==> src/rtl/ps2_key_event_decoder.sv <==
// PS/2 Set 2 scan-code decoder. It turns E0/F0/E1 prefixed byte sequences into single key
// events, can optionally drop typematic repeats using a small held-key table, and buffers the
// events in a first-word-fall-through FIFO that the consumer drains with a valid/ready handshake.
//
// Ports:
//   clk, reset         system clock, asynchronous active-low reset
//   data, data_ready   received byte and its 1-cycle strobe
//   ev_code/ev_ext/ev_break/ev_valid, ev_ready   event FIFO head and handshake
//   fifo_level         number of events stored
//   keys_held, any_key number of occupied held-table slots, and whether it is non-zero
//   overflow           sticky flag: an event was dropped because the FIFO was full
//   clr_overflow       synchronous clear of overflow (a set in the same cycle wins)
module ps2_key_event_decoder #(
   parameter int unsigned FIFO_DEPTH      = 8,
   parameter int unsigned HELD_SLOTS      = 6,
   parameter int unsigned SUPPRESS_REPEAT = 1
) (
   input  logic                            clk,
   input  logic                            reset,
   input  logic [7:0]                      data,
   input  logic                            data_ready,
   output logic [7:0]                      ev_code,
   output logic                            ev_ext,
   output logic                            ev_break,
   output logic                            ev_valid,
   input  logic                            ev_ready,
   output logic [$clog2(FIFO_DEPTH):0]     fifo_level,
   output logic [$clog2(HELD_SLOTS+1)-1:0] keys_held,
   output logic                            any_key,
   output logic                            overflow,
   input  logic                            clr_overflow
);

   localparam int unsigned AW = $clog2(FIFO_DEPTH);
   localparam int unsigned KW = $clog2(HELD_SLOTS + 1);
   localparam logic [AW:0] DepthLvl = (AW + 1)'(FIFO_DEPTH);

   typedef enum logic [2:0] {StIdle, StExt, StBrk, StExtBrk, StPause} state_e;

   state_e      state_q, state_d;
   logic [2:0]  skip_q, skip_d;
   logic        pend_valid_q, pend_valid_d;
   logic [7:0]  pend_code_q, pend_code_d;
   logic        pend_ext_q, pend_ext_d;
   logic        pend_brk_q, pend_brk_d;

   logic [HELD_SLOTS-1:0] slot_valid_q, slot_valid_d;
   logic [8:0]            slot_key_q [HELD_SLOTS];
   logic [8:0]            slot_key_d [HELD_SLOTS];

   logic [9:0]  mem_q [FIFO_DEPTH];
   logic [9:0]  mem_d [FIFO_DEPTH];
   logic [AW-1:0] wr_ptr_q, wr_ptr_d, rd_ptr_q, rd_ptr_d;
   logic [AW:0]   level_q, level_d;
   logic          overflow_q, overflow_d;

   logic dec_emit, dec_ext, dec_brk, dec_pause;
   logic [8:0] key;
   logic [HELD_SLOTS-1:0] match, ins_oh;
   logic ins_found;
   logic [KW-1:0] held_cnt;
   logic push, pop, full, drop;

   // Byte-level sequence decoder
   always_comb begin
      state_d   = state_q;
      skip_d    = skip_q;
      dec_emit  = 1'b0;
      dec_ext   = 1'b0;
      dec_brk   = 1'b0;
      dec_pause = 1'b0;
      if (data_ready) begin
         unique case (state_q)
            StIdle: begin
               case (data)
                  8'hE0: state_d = StExt;
                  8'hF0: state_d = StBrk;
                  8'hE1: begin
                     state_d   = StPause;
                     skip_d    = 3'd7;
                     dec_emit  = 1'b1;
                     dec_pause = 1'b1;
                  end
                  8'hFA, 8'hAA, 8'hEE, 8'hFE, 8'h00, 8'hFF: ;
                  default: dec_emit = 1'b1;
               endcase
            end
            StExt: begin
               case (data)
                  8'hF0:        state_d = StExtBrk;
                  8'hE0, 8'hE1: state_d = StIdle;
                  default: begin
                     state_d  = StIdle;
                     dec_emit = 1'b1;
                     dec_ext  = 1'b1;
                  end
               endcase
            end
            StBrk, StExtBrk: begin
               state_d = StIdle;
               if (data != 8'hF0 && data != 8'hE0) begin
                  dec_emit = 1'b1;
                  dec_brk  = 1'b1;
                  dec_ext  = (state_q == StExtBrk);
               end
            end
            StPause: begin
               skip_d = skip_q - 3'd1;
               if (skip_q == 3'd1) state_d = StIdle;
            end
            default: state_d = StIdle;
         endcase
      end
   end

   // Held-key table lookup/update and pending event register
   always_comb begin
      key          = {dec_ext, data};
      slot_valid_d = slot_valid_q;
      slot_key_d   = slot_key_q;
      pend_valid_d = 1'b0;
      pend_code_d  = data;
      pend_ext_d   = dec_ext;
      pend_brk_d   = dec_brk;
      match        = '0;
      ins_oh       = '0;
      ins_found    = 1'b0;
      for (int i = 0; i < HELD_SLOTS; i++) begin
         match[i] = slot_valid_q[i] && (slot_key_q[i] == key);
         if (!slot_valid_q[i] && !ins_found) begin
            ins_oh[i] = 1'b1;
            ins_found = 1'b1;
         end
      end
      if (dec_emit) begin
         if (dec_pause) begin
            pend_valid_d = 1'b1;
         end else if (dec_brk) begin
            pend_valid_d = 1'b1;
            slot_valid_d = slot_valid_q & ~match;
         end else if (|match) begin
            pend_valid_d = (SUPPRESS_REPEAT == 0);
         end else begin
            // Table full: ins_oh is all zero, the event still goes out
            pend_valid_d = 1'b1;
            for (int i = 0; i < HELD_SLOTS; i++) begin
               if (ins_oh[i]) begin
                  slot_valid_d[i] = 1'b1;
                  slot_key_d[i]   = key;
               end
            end
         end
      end
   end

   // Event FIFO; a full FIFO still accepts a push when the head pops in the same cycle
   always_comb begin
      full       = (level_q == DepthLvl);
      pop        = (level_q != '0) && ev_ready;
      push       = pend_valid_q && (!full || pop);
      drop       = pend_valid_q && !push;
      mem_d      = mem_q;
      if (push) mem_d[wr_ptr_q] = {pend_brk_q, pend_ext_q, pend_code_q};
      wr_ptr_d   = push ? wr_ptr_q + AW'(1) : wr_ptr_q;
      rd_ptr_d   = pop ? rd_ptr_q + AW'(1) : rd_ptr_q;
      level_d    = level_q;
      if (push && !pop) level_d = level_q + (AW + 1)'(1);
      if (!push && pop) level_d = level_q - (AW + 1)'(1);
      overflow_d = drop ? 1'b1 : (clr_overflow ? 1'b0 : overflow_q);
   end

   always_comb begin
      held_cnt = '0;
      for (int i = 0; i < HELD_SLOTS; i++) held_cnt = held_cnt + KW'(slot_valid_q[i]);
   end

   always_ff @(posedge clk or negedge reset) begin
      if (!reset) begin
         state_q      <= StIdle;
         skip_q       <= 3'd0;
         pend_valid_q <= 1'b0;
         pend_code_q  <= 8'd0;
         pend_ext_q   <= 1'b0;
         pend_brk_q   <= 1'b0;
         slot_valid_q <= '0;
         for (int i = 0; i < HELD_SLOTS; i++) slot_key_q[i] <= 9'd0;
         for (int i = 0; i < FIFO_DEPTH; i++) mem_q[i] <= 10'd0;
         wr_ptr_q     <= '0;
         rd_ptr_q     <= '0;
         level_q      <= '0;
         overflow_q   <= 1'b0;
      end else begin
         state_q      <= state_d;
         skip_q       <= skip_d;
         pend_valid_q <= pend_valid_d;
         pend_code_q  <= pend_code_d;
         pend_ext_q   <= pend_ext_d;
         pend_brk_q   <= pend_brk_d;
         slot_valid_q <= slot_valid_d;
         slot_key_q   <= slot_key_d;
         mem_q        <= mem_d;
         wr_ptr_q     <= wr_ptr_d;
         rd_ptr_q     <= rd_ptr_d;
         level_q      <= level_d;
         overflow_q   <= overflow_d;
      end
   end

   assign ev_valid   = (level_q != '0);
   assign ev_code    = mem_q[rd_ptr_q][7:0];
   assign ev_ext     = mem_q[rd_ptr_q][8];
   assign ev_break   = mem_q[rd_ptr_q][9];
   assign fifo_level = level_q;
   assign keys_held  = held_cnt;
   assign any_key    = (held_cnt != '0);
   assign overflow   = overflow_q;

endmodule

==> config.mk <==
export PLATFORM = sky130hd
export DESIGN_NAME = ps2_key_event_decoder
export DESIGN_NICKNAME = d
export VERILOG_FILES = /design/src/rtl/ps2_key_event_decoder.sv
export SDC_FILE = /design/constraint.sdc
export NUM_CORES = 1
export LEC_CHECK = 0
export BUFFER_PORTS_ARGS = -buffer_cell sky130_fd_sc_hd__clkbuf_2
export CAP_MARGIN = 20
export CORE_ASPECT_RATIO = 2
export CORE_MARGIN = 2
export CORE_UTILIZATION = 54
export CTS_CLUSTER_DIAMETER = 60
export DETAILED_ROUTE_END_ITERATION = 8
export GPL_TIMING_DRIVEN = 0
export PLACE_DENSITY = 0.76
export SLEW_MARGIN = 30
export SYNTH_ARGS = -nofsm -noshare
export SYNTH_HDL_FRONTEND = slang
export SYNTH_SLANG_ARGS = --single-unit
==> constraint.sdc <==
create_clock -name clk -period 4.3 [get_ports clk]
set_clock_uncertainty 0.05 [all_clocks]
set_input_delay 0.215 -clock clk [delete_from_list [all_inputs] [get_ports clk]]
set_output_delay 0.215 -clock clk [all_outputs]
set_load 0.01 [all_outputs]
* Yosys cells after proc, flatten, opt, wreduce, memory -nomap -nowiden
Index checks and enable logic that the tools add are counted.
** Operators by class
- $mul :: 0
- Divide/modulo/power cells :: 0
- Bitwise gates (word level) :: 8
- Reduce and logical (&&, ||, !) cells :: 61
- Equality and inequality tests :: 26
- Add/subtract/negate cells :: 10
- Shift operators :: 0
- Multiplexer cells :: 50
- $lt $le $gt $ge :: 3
** Operators with widths (number)
- bitwise mux 80 bit :: 1
- == test 8 bit (second input constant) :: 8
- == test 9 bit :: 6
- 2-to-1 mux 1 bit :: 32
- binary-select mux 10 bit (select 3 bit) :: 1
- demux 10 bit (select 3 bit) :: 1
- 2-to-1 mux 10 bit :: 3
- AND reduction 5 bit :: 6
- AND reduction 4 bit :: 5
- logical AND 1 bit :: 18
- one-hot mux 3 bit (3 select lines) :: 2
- != test 8 bit (second input constant) :: 2
- nonzero test 2 bit :: 8
- logical NOT 1 bit :: 12
- 2-to-1 mux 6 bit :: 2
- adder 3 x 1 -> 3 bit :: 3
- AND reduction 3 bit :: 3
- >= comparator 4 bit (second input constant) :: 2
- logical NOT 8 bit :: 1
- 2-to-1 mux 4 bit :: 2
- inverter 3 -> 4 bit :: 2
- OR reduction 8 bit :: 1
- adder 3 x 1 -> 3 bit (second input constant) :: 2
- bitwise AND 6 bit :: 1
- 26 further kinds :: 34
** Storage, ports and cells
- Memories kept :: 0
- Bits in latches :: 0
- Register bits :: 168
- Bits in read-only memories :: 0
- Word-level logic and storage cells :: 188
- Memory bits (writable) :: 0

* Longest topological paths before layout
Gate-level depths: netlist of run 1.
- Depth in word-level cells :: 18
- Depth in mapped cells :: 11

* Worst setup path after synthesis of run 1
Ideal clock, no wire load.
- Kind :: in2reg
- Start point :: in data[2]
- End point :: reg slot_key_q[18] (netlist name)
- Required time :: 4.125 ns
- Setup slack :: 1.282 ns
- Arrival :: 2.843 ns
- Cell stages on the path :: 11
- Cell sequence :: buf_2 > or2_1 > nor4_4 > a21oi_2 > buf_4 > xnor2_1 > a32oi_1 > nand4_2 > buf_4 > nor4_4 > mux2_2
** On the way
- Cells in the longest elaborated chain, start to end :: 10
- Elaborated cells between the ends (all ways) :: 44
** Ends and longest elaborated chain
- start, declared :: RTL line 20 : input logic [7:0] data,
- == test 8 bit or != test 8 bit (tied branches) :: RTL line 89, 101
- OR reduction 3 bit (no line) or logical AND 1 bit (tied branches)
- 2-to-1 mux 1 bit, on equally long branches :: RTL line 89, 101
- one-hot mux 1 bit (2 select lines) * :: RTL line 73 : unique case (state_q)
- 2-to-1 mux 1 bit * :: RTL line 72 : if (data_ready) begin
- named net dec_ext :: RTL line 57 : logic dec_emit, dec_ext, dec_brk, dec_pause;
- == test 9 bit :: RTL line 129 : match[i] = slot_valid_q[i] && (slot_key_q[i] == key);
- logical AND 1 bit :: RTL line 129
- OR reduction 6 bit * :: RTL line 141 : end else if (|match) begin
- inverter 1 bit (no line) *
- AND reduction 5 bit (no line) *
- end signal, assigned :: RTL line 200 : slot_key_q <= slot_key_d;
- end, declared :: RTL line 48 : logic [8:0] slot_key_q [HELD_SLOTS];
Mark *: on every way through the listed nets, which the timed path passes. The rest lies on a longest branch.
A chain may end at the register's enable or synchronous reset.

* Final worst setup path of run 1
- Start point :: in data[5]
- End point :: reg slot_key_q[25] (netlist name)
The elaborated chain is that of the path after synthesis.

==> results of run 1 <==
registers in the layout (all words and copies together), names as in the netlist:
register / flops
state_q: 3
wr_ptr_q: 3
fifo_level: 4
pend_brk_q: 1
skip_q: 3
overflow: 1
slot_key_q: 54
pend_ext_q: 1
mem_q: 80
pend_valid_q: 1
pend_code_q: 8
slot_valid_q: 6
rd_ptr_q: 3
cell type report:
type	instances	area, um^2	share of cell area (%)
flip-flops and latches	168	4200	45.6
multi-input cells	376	3690	40.1
clock buffers	18	429	4.66
repair buffers	42	289	3.14
well taps	195	244	2.65
plain buffers	32	140	1.52
clock inverters	14	139	1.51
inverters	20	75.1	0.815
logic make-up after synthesis:
group | Yosys count | synth area share [%]
AO/OA/AOI/OAI | 38 | 3.06
XOR/XNOR | 61 | 6.59
adder cells (fa/ha/maj) | 14 | 2.53
buffers and inverters | 52 | 2.62
flip-flops | 168 | 51.9
multiplexers | 167 | 26.0
AND/OR/NAND/NOR | 96 | 7.36
cells in the final DEF, fill, tap and decap left out, drive strengths merged, types with 2 or more instances in the layout:
cell	count
a21oi	8
a31oi	2
and3	4
buf	15
clkbuf	68
clkinv	2
clkinvlp	6
dfrtp	168
dlygate4sd3	9
fa	4
ha	10
inv	25
mux2	146
mux4	20
nand2	27
nand2b	4
nand3	6
nand3b	3
nand4	10
nor2	11
nor2b	2
nor3	8
nor3b	3
nor4	10
nor4b	2
o21ai	9
o21bai	2
o22ai	4
o31ai	3
xnor2	43
xor2	18
worst max-delay path: cells and delay by family:
| family | cells | cell delay (ns) |
|---|---|---|
| AND/OR/NAND/NOR | 4 | 1.53 |
| buffers and inverters | 5 | 1.45 |
| multiplexers | 1 | 0.41 |
| AO/OA/AOI/OAI | 2 | 0.37 |
| XOR/XNOR | 1 | 0.14 |
metal layers:
metal / track usage, % / routed length, um / share of wire (%)
met1: 24.3 / 6330 / 36
met3: 3.66 / 410 / 2.3
met4: 12.6 / 667 / 3.8
met2: 44.5 / 10100 / 58
met5: 0 / 0 / 0
report_power, final:
part | switching [mW] | internal (mW) | total (mW)
Clock | 0.647 | 0.809 | 1.46
Sequential | 0.282 | 2.03 | 2.32
Combinational | 0.777 | 0.965 | 1.74
Total | 1.71 | 3.81 | 5.51
how the worst min path moves through the flow:
stage / cells past startpoint / start / slack [ns] / to
6_report: 1 / data[1] / 0.03 / pend_code_q[1]
3_5_place_dp: 1 / reset / 0.25 / mem_q[76]
4_1_cts: 1 / data[1] / 0.03 / pend_code_q[1]
3_3_place_gp: 1 / data[6] / 0.29 / pend_code_q[6]
2_1_floorplan: 0 / reset / -0.13 / fifo_level[0]
5_1_grt: 1 / data[1] / 0.03 / pend_code_q[1]
what timing repair did:
| action | in CTS | in global routing |
|---|---|---|
| hold buffers | 9 | 0 |
| endpoints found under the hold margin | 89 | 0 |
| endpoints found under the setup margin | 0 | 0 |
| buffers inserted | 0 | 0 |
==> out/qor.yml, run 1 <==
timing:
  fin_crit_ns: 3.86
  fmax_ghz: 0.259
  whs_ns: 0.0311
  fin_ws_ns: 0.439
  worstMarginPinSlew_ns: 0.871
  maxSlewViolCount: 0
  rsz0062_at_grt: "no"
  relSlewSlack_pct: 41.9
  period_share_pct: 89.8
  finalSetupViolations: 0
  tns_ns: 0
  hold_violations: 0
cts:
  post_cts_resized: 0
  cts_root_buf: "clkbuf_16"
  clk-insertion-delay-late_ns: 0.42
  cts_max_path_buffers: 2
  clock_sinks: 168
  numCtsBuffers: 17
  cts_tree: "yes"
  clk_pin_slew_worst_paths_ns: 0.07
  cts_htree_levels: 4
place:
  dpl_worst_slack_ns: 0.578
  dpl.cell_count: 824
  io_buffers: 31
  place_hpwl_um: 12400
  dpl-instance-area_um2: 8550
  gp_congestion: 0.902
critical_path:
  crit_required_ns: 4.55
  rr_startpoint: "state_q[1]"
  crit_end: "slot_key_q[25]"
  path_class: "primary input to flop"
  crit_arrival_ns: 4.11
  r2r_slack_ns: 0.91
  cp_cell_sequence: "dlygate4sd3_1, clkbuf_2, clkbuf_1, nand2_1, nor4_4, a21oi_2, buf_4, xnor2_1, a32oi_1, nand4_2, buf_4, nor4_4, mux2_2"
  crit_fanout: 10
  r2r_end: "slot_key_q[25]"
  r2r_cells: 11
  slowest_stage: "nor4_4"
  startpoint_type: "primary input"
  cp-end-kind: "flop"
  crit_start: "data[5]"
  critical_path.max_stage_delay_ns: 0.67
power_and_ir_drop:
  ir_drop_mv: 0.316
  p_per_area_nw_per_um2: 598
  power_mw: 5.51
  p_leak_nw: 4.05
drt:
  drtIter0Drc: 238
  dr.pass1.iters: 4
  dr_total_vias: 5000
  drc: 0
  wire_per_inst_um: 20.2
  viasPerCell: 5.78
  drt-total-wl_um: 17500
  ant_nets: 0
final_layout:
  fillCellCount: 1142
  finish.cell_count_without_fillers: 865
  antennaDiodeCount: 0
  area_growth_pct: 13.7
  nNetsFinal: 684
  fin_area_um2: 9210
  final_util_pct: 62.5
  drive_gt1_share_pct: 37.6
synthesis:
  syn_avg_cell_area_um2: 13.6
  synth-seq-cells: 168
  synth_edf_count: 0
  syn_inst: 596
  yosys-top-cells-count: "dfrtp_1 (168), mux2_2 (146), xnor2_1 (43), nand2_1 (27)"
  yosysMostFrequentCell: "dfrtp_1"
  synth_area_leaders: "dfrtp_1 (52%), mux2_2 (20%), mux4_2 (5.6%), xnor2_1 (4.6%), xor2_1 (1.9%)"
  syn-num-nets: 623
  async_flop_share_pct: 100
  synth_top_area_share_pct: 51.9
  syn_area_um2: 8110
  yosysWarnings: 0
  synth_cell_types: 52
  synth_flop_cell: "dfrtp_1"
  ys_seq_area_share_pct: 51.9
  yosysTopAreaCell: "dfrtp_1"
grt:
  grt_pass1_vias: 5456
  gr-total-overflow: 0
  track_usage_pct: 23.4
  grt_start_max_net_pins: 88
  grt_pass1_wl_um: 28600
  antenna_found_initial: 0
status:
  run_status: "complete, no violations"
floorplan:
  start_util_pct: 55.0
  coreArea_um2: 14700
  rows: 63
  die_x_um: 90.6
  die-area_um2: 16100
  die_y_um: 177
  io_pins: 33
worst_hold_path:
  min_path_type: "primary input to flop"
run:
  cap_viol_max_count: 0
Power figures use the tool's default switching activity.
==> run 2: changes to the inputs <==
CTS_BUF_LIST = sky130_fd_sc_hd__clkbuf_8   (was unset)
==> out/qor.yml, run 2 (synthesis results as in run 1) <==
floorplan:
  die-area_um2: 16100
  die_y_um: 177
  rows: 63
  io_pins: 33
  coreArea_um2: 14700
  start_util_pct: 55.0
  die_x_um: 90.6
cts:
  cts_root_buf: "clkbuf_8"
  hold_buffers: 10
  clock_sinks: 168
  clk-insertion-delay-late_ns: 0.45
  numCtsBuffers: 17
  cts_tree: "yes"
  clk_pin_slew_worst_paths_ns: 0.09
  cts_htree_levels: 4
  cts_max_path_buffers: 2
  post_cts_resized: 0
  post-cts-setup-buffers: 0
drt:
  viasPerCell: 5.77
  drtIter0Drc: 239
  ant_nets: 0
  drt-total-wl_um: 17300
  wire_per_inst_um: 19.9
  drc: 0
  dr.pass1.iters: 4
  dr_total_vias: 4997
timing:
  finalSetupViolations: 0
  whs_ns: 0.0281
  worstMarginPinSlew_ns: 0.864
  hold_violations: 0
  fin_crit_ns: 3.83
  maxSlewViolCount: 0
  period_share_pct: 89.1
  relSlewSlack_pct: 42.4
  fmax_ghz: 0.261
  tns_ns: 0
  rsz0062_at_grt: "no"
  fin_ws_ns: 0.469
worst_hold_path:
  min_path_type: "primary input to flop"
  hold_path_depth: 2
critical_path:
  startpoint_type: "primary input"
  cp-end-kind: "flop"
  crit_fanout: 10
  cp_cell_sequence: "dlygate4sd3_1, clkbuf_2, clkbuf_1, nand2_1, nor4_4, a21oi_2, buf_4, xnor2_1, a32oi_1, nand4_2, buf_4, nor4_4, mux2_2"
  crit_required_ns: 4.59
  slowest_stage: "nor4_4"
  path_class: "primary input to flop"
  crit_arrival_ns: 4.12
  r2r_cells: 11
  critical_path.max_stage_delay_ns: 0.69
final_layout:
  nNetsFinal: 685
  fillCellCount: 1173
  final_common_cell: "dfrtp_1"
  top_register: "mem_q"
  final_util_pct: 61.3
  final_cell_mix: "dfrtp_1 (168), mux2_2 (146), xnor2_1 (43)"
  largestRegisters: "mem_q: 80 flops, slot_key_q: 54 flops, pend_code_q: 8 flops"
  largest_reg_flops: 80
  drive_gt1_share_pct: 37.6
  finish.cell_count_without_fillers: 866
  fin_area_um2: 9030
  area_growth_pct: 11.4
  antennaDiodeCount: 0
grt:
  met3_usage_pct: 4.09
  grt_start_max_net_pins: 88
  grt_pass1_vias: 5386
  track_usage_pct: 23.1
  grt_use_met1_pct: 23.8
  antenna_found_initial: 0
  gr-total-overflow: 0
  top_usage_layer: "met2"
  grt_pass1_wl_um: 28000
  grtUsageMet2_pct: 43.8
power_and_ir_drop:
  ir_drop_mv: 0.270
  power_mw: 5.11
  p_leak_nw: 3.97
  p_per_area_nw_per_um2: 566
place:
  io_buffers: 31
  dpl.cell_count: 824
  dpl_worst_slack_ns: 0.578
  dpl-instance-area_um2: 8550
  gp_congestion: 0.902
  place_hpwl_um: 12400
run:
  cap_viol_max_count: 0
status:
  run_status: "complete, no violations"
## run 2: final timing paths
kind,from,end,slack [ns]
min reg2reg,mem_q[10],mem_q[10],0.46
max reg2reg,state_q[1],slot_key_q[25],0.89
max,data[5],slot_key_q[25],0.47
max in group asynchronous,reset,pend_code_q[5],2.99
min in group asynchronous,reset,mem_q[16],0.32
min,data_ready,state_q[1],0.03
## run 2: worst max-delay path: cells and delay by family
family	cells	cell delay, ns
simple gates	4	1.52
xor+xnor	1	0.14
mux	1	0.41
compound gates	2	0.38
buf+inv	5	1.43
## run 2: where the power goes
part           switching [mW]  total (mW)  internal [mW]
logic                   0.768        1.73          0.965
registers               0.280        2.31           2.03
clock network           0.599        1.07          0.467
total                    1.65        5.11           3.46
## run 2: cell type report
class,count,area [um^2],share of cell area (%)
flip-flops and latches,168,4200,46.5
multi-input cells,376,3690,40.9
repair buffers,43,299,3.31
well taps,195,244,2.70
clock buffers,17,234,2.59
clock inverters,15,143,1.58
plain buffers,32,140,1.55
inverters,20,75.1,0.831
## run 2: metal layers
layer | routed length, um | part of all wire [%] | vias up
met1 | 6340 | 37 | 2630
met4 | 678 | 3.9 | 0
met2 | 9850 | 57 | 82
met3 | 403 | 2.3 | 34
met5 | 0 | 0 | -
li1 | - | - | 2251
